`src/rtl/ibex_mult_pext_seq.sv`:
```
// rtl/ibex_mult_pext_seq.sv - Pext 32x32 / 32x16 multi-cycle multiply sequencer with accumulate
// One shared multiplier is stepped over the operand halves; the low partial is held in imd_q.
module ibex_mult_pext_seq (
   input  logic        clk_i,
   input  logic        rst_ni,
   input  logic        mult_en_i,
   input  logic [1:0]  mult_mode_i,
   input  logic [1:0]  cycle_count_i,
   input  logic        crossed_i,
   input  logic        accum_i,
   input  logic        accum_sub_i,
   input  logic        accum_hi_i,
   input  logic        accum_sat_i,
   input  logic        signed_a_i,
   input  logic        signed_b_i,
   input  logic [31:0] op_a_i,
   input  logic [31:0] op_b_i,
   input  logic [31:0] rd_i,
   output logic [63:0] prod_o,
   output logic [31:0] result_o,
   output logic        ov_o,
   output logic        mult_valid_o,
   output logic        busy_o
);

   typedef enum logic [1:0] {
      IDLE    = 2'd0,
      STEP_HI = 2'd1,
      ACCUM   = 2'd2
   } state_e;

   localparam logic [1:0] MODE_32X16 = 2'd2;
   localparam logic [1:0] MODE_32X32 = 2'd3;

   state_e      state_q, state_d;
   logic [47:0] imd_q, imd_d;
   logic [63:0] acc_q, acc_d;

   logic        is_32x16, is_32x32, cc_three;
   logic [15:0] b_half;
   logic        b_sext, pp_sext, imd_sext;
   logic [47:0] a_ext, b_ext, pp;
   logic [63:0] pp64, imd64, prod_hi;
   logic [31:0] acc_word, acc_res;
   logic [32:0] rd33, word33, sum33;
   logic        acc_ov;

   logic        valid;
   logic [63:0] prod;
   logic [31:0] result;
   logic        ov;

   assign is_32x16 = (mult_mode_i == MODE_32X16);
   assign is_32x32 = (mult_mode_i == MODE_32X32);
   assign cc_three = (cycle_count_i == 2'b11);

   always_comb begin
      b_half = op_b_i[15:0];
      b_sext = 1'b0;
      if (state_q == STEP_HI) begin
         b_half = op_b_i[31:16];
         b_sext = signed_b_i;
      end else if (is_32x16) begin
         b_half = crossed_i ? op_b_i[31:16] : op_b_i[15:0];
         b_sext = signed_b_i;
      end
   end

   // 33x17 signed product; only its low 48 bits are kept, which is exact for every operand mix
   assign a_ext = {{16{signed_a_i & op_a_i[31]}}, op_a_i};
   assign b_ext = {{32{b_sext & b_half[15]}}, b_half};
   assign pp    = a_ext * b_ext;

   // A partial can only be negative when one of its factors is signed
   assign pp_sext  = (signed_a_i | b_sext) & pp[47];
   assign imd_sext = signed_a_i & imd_q[47];
   assign pp64     = {{16{pp_sext}}, pp};
   assign imd64    = {{16{imd_sext}}, imd_q};
   assign prod_hi  = (pp64 << 16) + imd64;

   always_comb begin
      acc_word = accum_hi_i ? acc_q[63:32] : acc_q[31:0];
      word33   = {acc_word[31], acc_word};
      rd33     = {rd_i[31], rd_i};
      if (!accum_i) begin
         sum33 = word33;
      end else if (accum_sub_i) begin
         sum33 = rd33 - word33;
      end else begin
         sum33 = rd33 + word33;
      end
      acc_ov  = 1'b0;
      acc_res = sum33[31:0];
      if (accum_sat_i && (sum33[32] != sum33[31])) begin
         acc_ov  = 1'b1;
         acc_res = sum33[32] ? 32'h8000_0000 : 32'h7FFF_FFFF;
      end
   end

   always_ff @(posedge clk_i or negedge rst_ni) begin
      if (!rst_ni) begin
         state_q <= IDLE;
         imd_q   <= '0;
         acc_q   <= '0;
      end else begin
         state_q <= state_d;
         imd_q   <= imd_d;
         acc_q   <= acc_d;
      end
   end

   always_comb begin
      state_d = state_q;
      imd_d   = imd_q;
      acc_d   = acc_q;
      case (state_q)
         IDLE: begin
            if (mult_en_i && is_32x32) begin
               imd_d   = pp;
               state_d = STEP_HI;
            end
         end
         STEP_HI: begin
            if (mult_en_i && cc_three) begin
               acc_d   = prod_hi;
               state_d = ACCUM;
            end else begin
               state_d = IDLE;
            end
         end
         ACCUM:   state_d = IDLE;
         default: state_d = IDLE;
      endcase
   end

   always_comb begin
      valid  = 1'b0;
      prod   = '0;
      result = '0;
      ov     = 1'b0;
      case (state_q)
         IDLE: begin
            if (mult_en_i && !mult_mode_i[1]) begin
               valid = 1'b1;
            end else if (mult_en_i && is_32x16) begin
               valid  = 1'b1;
               prod   = pp64;
               result = pp64[31:0];
            end
         end
         STEP_HI: begin
            if (mult_en_i && !cc_three) begin
               valid  = 1'b1;
               prod   = prod_hi;
               result = prod_hi[31:0];
            end
         end
         ACCUM: begin
            if (mult_en_i) begin
               valid  = 1'b1;
               prod   = acc_q;
               result = acc_res;
               ov     = acc_ov;
            end
         end
         default: valid = 1'b0;
      endcase
   end

   // Reset forces every output low even while the combinational IDLE paths see mult_en_i
   assign mult_valid_o = rst_ni & valid;
   assign prod_o       = rst_ni ? prod : '0;
   assign result_o     = rst_ni ? result : '0;
   assign ov_o         = rst_ni & ov;
   assign busy_o       = rst_ni & (state_q != IDLE);

endmodule

```
`config.mk`:
```
export PLATFORM = sky130hd
export DESIGN_NAME = ibex_mult_pext_seq
export DESIGN_NICKNAME = d
export VERILOG_FILES = /design/src/rtl/ibex_mult_pext_seq.sv
export SDC_FILE = /design/constraint.sdc
export NUM_CORES = 2
export LEC_CHECK = 0
export CAP_MARGIN = 20
export CORE_MARGIN = 8
export CORE_UTILIZATION = 30
export DETAILED_ROUTE_END_ITERATION = 12
export SETUP_SLACK_MARGIN = 0.2
export SYNTH_ARGS = -nofsm -noshare
export SYNTH_HDL_FRONTEND = slang
export SYNTH_SLANG_ARGS = --single-unit
```
`constraint.sdc`:
```
create_clock -name clk_i -period 28.7 [get_ports clk_i]
set_clock_uncertainty 0.05 [all_clocks]
set_input_delay 8.61 -clock clk_i [delete_from_list [all_inputs] [get_ports clk_i]]
set_output_delay 8.61 -clock clk_i [all_outputs]
set_load 0.02 [all_outputs]
```
Word level (Yosys, flattened, before mapping):

Cells that the tools add are included.

* bits in registers: 114
* input bits: 110
* output and inout bits: 99

* $add $sub $neg: 3
* $mul: 1
* equal/unequal tests: 7
* multiplexer cells: 33
* bitwise gates (word level): 8
* reductions and logical operators: 12

Operators with widths (number)
* $mux 64: 5
* $mux 32: 8
* $pmux 64 s3: 1
* $pmux 32 s3: 1
* $mux 33: 2
* $add 64x64->64: 1
* $mul 33x17->48: 1
* $mux 16: 3
* $add 32x32->33: 1
* $sub 32x32->33: 1
* $mux 1: 9
* $eq 2x2->1 const B: 4
* $and 1x1->1: 7
* $logic_and 1x1->1: 6
* $mux 2: 2
* $pmux 2 s2: 1
* $reduce_and 2->1: 2
* $pmux 1 s3: 1
* $eq 2x1->1 const B: 1
* $logic_not 1->1: 2
* $logic_not 2->1: 1
* $ne 2x2->1 const B: 1
* $reduce_bool 2->1: 1
* $ne 1x1->1: 1
* $or 1x1->1: 1

Depth between registers and ports, before layout:

* depth after elaboration: 10
* depth in mapped cells: 43
* mapped depth without buffers: 40

Worst setup path before layout:

Ideal clock, no wire load.

* path type: input to output
* start point: input mult_mode_i[1]
* end point: output prod_o[63]
* arrival time: 17.631 ns
* data required time: 20.040 ns
* slack: 2.409 ns
* stages: 39
* path buffers: 3
* path through: nor2b_1 a21o_1 clkbuf_1 buf_1 mux2_2 clkbuf_1 and2_1 fa_1 inv_1 fa_1 fa_1 fa_1 fa_1 fa_1 inv_1 ha_1 a21oi_1 a21oi_1 (+3 left out) o21bai_1 a21o_1 a21oi_1 xor2_1 inv_1 ha_1 inv_1 nor3_1 nand2_1 nor4_1 nor2_1 o21ai_0 o22ai_1 o211ai_2 a221o_1 a211oi_2 or4_1 o211ai_1

RTL lines
* start: declaration: line 7 `input logic [1:0] mult_mode_i,`
* $eq 2x2->1 *: line 53 `assign is_32x16 = (mult_mode_i == MODE_32X16);`
* $mux 1 / $mux 16 (equally long branches): line 63 `end else if (is_32x16) begin`
* $mux 1 / $mux 16 (equally long branches): line 60 `if (state_q == STEP_HI) begin`
* $and 1x1->1: line 71 `assign b_ext = {{32{b_sext & b_half[15]}}, b_half};`
* $mul 33x17->48 *: line 72 `assign pp = a_ext * b_ext;`
* via pp[35]: line 42 `logic [47:0] a_ext, b_ext, pp;`
* $add 64x64->64 *: line 79 `assign prod_hi = (pp64 << 16) + imd64;`
* $mux 64 *: line 152 `if (mult_en_i && !cc_three) begin`
* $pmux 64 s3 *: line 141 `case (state_q)`
* $mux 64 *: line 172 `assign prod_o = rst_ni ? prod : '0;`
* end: declaration: line 19 `output logic [63:0] prod_o,`

Mark *: on every way through the listed nets, which the timed path passes. The rest lies on a longest branch.

Worst setup path after layout:

* start point: input mult_mode_i[0]
* end point: output prod_o[63]

Same word-level chain as after synthesis.

==> impl_metrics.tcl <==
set metrics [dict create \
    post-place-ws_ps 407 \
    dieArea_mm2 0.113 \
    cts_hold_buf 0 \
    synth_mux_area_share_pct 2.32 \
    worst_setup_path_end_kind "primary output" \
    synthArstFlopShare_pct 100 \
    slew_headroom_pct 30.8 \
    cap_violations 0 \
    fin_setup_tns_ps 0 \
    multi_input_area_mm2 0.0250 \
    num_io_pins 209 \
    fmax_ghz 0.0355 \
    grt_start_max_net_pins 68 \
    synth_xor_xnor_area_share_pct 4.25 \
    cts_htree_levels 4 \
    grt_antenna_before_repair 0 \
    postRouteAntennaNets 0 \
    grt_overflow_total 0 \
    track_usage_pct 18.0 \
    clkLatencyLatePin_ps 440 \
    met3_usage_pct 2.47 \
    vias 26340 \
    synth_edf_count 0 \
    synth_top_area_cell "fa_1" \
    hold_class "reg2reg" \
    fillers 10574 \
    crit_type "in2out" \
    synth-main-ff-cell "dfrtp_1" \
    synth.area.top_cells "fa_1 34%, dfrtp_1 9.3%, nand2_1 8.8%, ha_1 7.7%, inv_1 7.5%" \
    start_util_pct 30.3 \
    met1_usage_pct 24.5 \
    tightestPinTransition_ps 1030 \
    cp_max_fo 17 \
    cts_root_buffer "clkbuf_16" \
    ys_warn_count 0 \
    slew_violations 0 \
    period_needed_ps 28150 \
    path_common_cell "fa_1" \
    synth_simple_gate_area_share_pct 19.5 \
    die_w_um 336 \
    syn-instance-count 3775 \
    syn2layout_area_growth_pct 13.9 \
    crit_path_max_incr_delay_ps 660 \
    top_usage_layer "met2" \
    cpMaxStageDelayCell "clkdlybuf4s50_1" \
    status "complete, no violations" \
    gr-usage-met2_pct 30.2 \
    synth-adder-area-share_pct 41.8 \
    drt_pass1_iterations 7 \
    synth_area_per_cell_um2 8.15 \
    grt_pass1_vias 27371 \
    cts_inserted_buffers 17 \
    start_kind "primary input" \
    post_drt_wl_per_cell_um 19.4 \
    syn_nets 4599 \
    die_h_um 336 \
    synth_top_area_share_pct 34.1 \
    arrival_ps 19490 \
    first_iter_violations 1996 \
    seq_area_mm2 0.00285 \
    synth_compound_area_share_pct 12.9 \
    required_ps 20040 \
    path_clk_slew_ps 50 \
    synth_top_family_by_area "adder cells" \
    drc 0 \
    setup_viol 0 \
    hold_viol 0 \
    finalWirelength_mm 102 \
    fin_crit_sh_pct 98.1 \
    synth_seq_cells 114 \
    rows 117 \
    design.core.area_mm2 0.102 \
    clock_sinks 114 \
    hpwlAfterDp_mm 83.5 \
    grt_pass1_wl_mm 162 \
    clockBufferDepth 2 \
    synth_area_mm2 0.0308 \
    synth.distinct_cells 97 \
    ys_seq_area_share_pct 9.27 \
    portBuffers 208 \
    nets 4703 \
    drive_gt1_share_pct 4.50 \
    via_per_inst 5.01 \
    routabilityCongestion 0.926 \
    grt_setup_unrepaired "yes" \
    worst_slack_ps 546 \
    tritoncts "built" \
]
==> sequential cells by signal, indices dropped and copies added, names as in the netlist <==
| register | cells |
|---|---|
| state_q | 2 |
| acc_q | 64 |
| imd_q | 48 |
==> worst paths after layout <==
path / startpoint / endpoint / slack (ps) / cells after the start
setup / recovery: mult_mode_i[0] / prod_o[63] / 550 / 40
hold / removal: imd_q[36] / imd_q[36] / 430 / 2
setup reg to reg: state_q[1] / acc_q[63] / 18430 / 37
hold reg to reg: imd_q[36] / imd_q[36] / 430 / 2
max in group asynchronous: rst_ni / acc_q[46] / 18840 / 3
min in group asynchronous: rst_ni / imd_q[8] / 8390 / 2
==> kinds of logic (layout without fill, tap and decap cells) <==
logic type                 count (synthesis)  after routing
DFF                                      114            114
xor gates and xnor gates                 147            147
buffers and inverters                    800            917
adders and majority gates                714            714
muxes                                     68             68
AOI/OAI and AO/OA                        612            612
other                                      0              1
and+or+nand+nor                         1320           1320
==> worst max-delay path, delay by kind of cell <==
| kind | cells | cell delay, ps |
|---|---|---|
| AO/OA/AOI/OAI | 11 | 1800 |
| AND/OR/NAND/NOR | 10 | 2410 |
| adder cells (fa/ha/maj) | 8 | 4010 |
| multiplexers | 1 | 360 |
| XOR/XNOR | 1 | 260 |
| buffers and inverters | 9 | 1990 |
==> through the flow <==
step | utilization [%] | hold slack, ps | area, um^2 | std cells
floorplan | - | 402 | 30800 | 3775
global placement | 33.8 | 418 | 34400 | 5228
detailed placement | 33.8 | 421 | 34400 | 5228
CTS | 34.4 | 434 | 35000 | 5260
global route | 34.5 | 455 | 35100 | 5260
finish | 34.5 | 434 | 35100 | 5261
==> placed cells by master (no fill, tap or decap), types with 53 or more instances in the layout <==
cell               n
ha_1             190
dfrtp_1          114
xor2_1            59
a21o_1            62
and2_1           159
clkdlybuf4s50_1  206
nand2_1          717
o21ai_0           86
inv_1            618
fa_1             524
a21oi_1          205
nor2_1           172
nor2b_1           86
buf_4             53
xnor2_1           82
==> Yosys cell counts (13+ instances only) <==
master / count
nand2_1: 718
inv_1: 619
fa_1: 524
a21oi_1: 206
ha_1: 190
nor2_1: 173
and2_1: 159
clkbuf_1: 158
dfrtp_1: 114
o21ai_0: 88
nor2b_1: 86
xnor2_1: 86
a21o_1: 62
xor2_1: 59
nor3_1: 51
mux2i_1: 42
a22oi_1: 36
mux2_2: 26
a31oi_1: 25
o21bai_1: 22
and3_1: 21
nand3_1: 21
o21a_1: 21
nand2b_1: 19
o21ai_1: 18
nand4_1: 15
o211ai_1: 13
==> final cells by class <==
class / instances / share of cell area, %
Inverter: 621 / 6.65
Clock inverter: 13 / 0.457
Multi-Input combinational cell: 2861 / 71.3
Tap cell: 1368 / 4.88
Clock buffer: 19 / 1.29
Sequential cell: 114 / 8.14
Antenna cell: 1 / 0.00714
Timing Repair Buffer: 264 / 7.23
==> routing by layer <==
metal / vias to the layer above / part of all wire, %
li1: 12145 / -
met1: 13150 / 44
met2: 923 / 47
met3: 122 / 6.4
met4: 0 / 2.4
met5: - / 0
==> what timing repair did <==
action | 4_1_cts | 5_1_grt
gates resized for setup | 0 | 16
buffers inserted | 0 | 0
setup endpoints to repair | 0 | 14
Power is not shown: default switching activity piles up to over one toggle a cycle in this logic, so the estimate is an artifact.
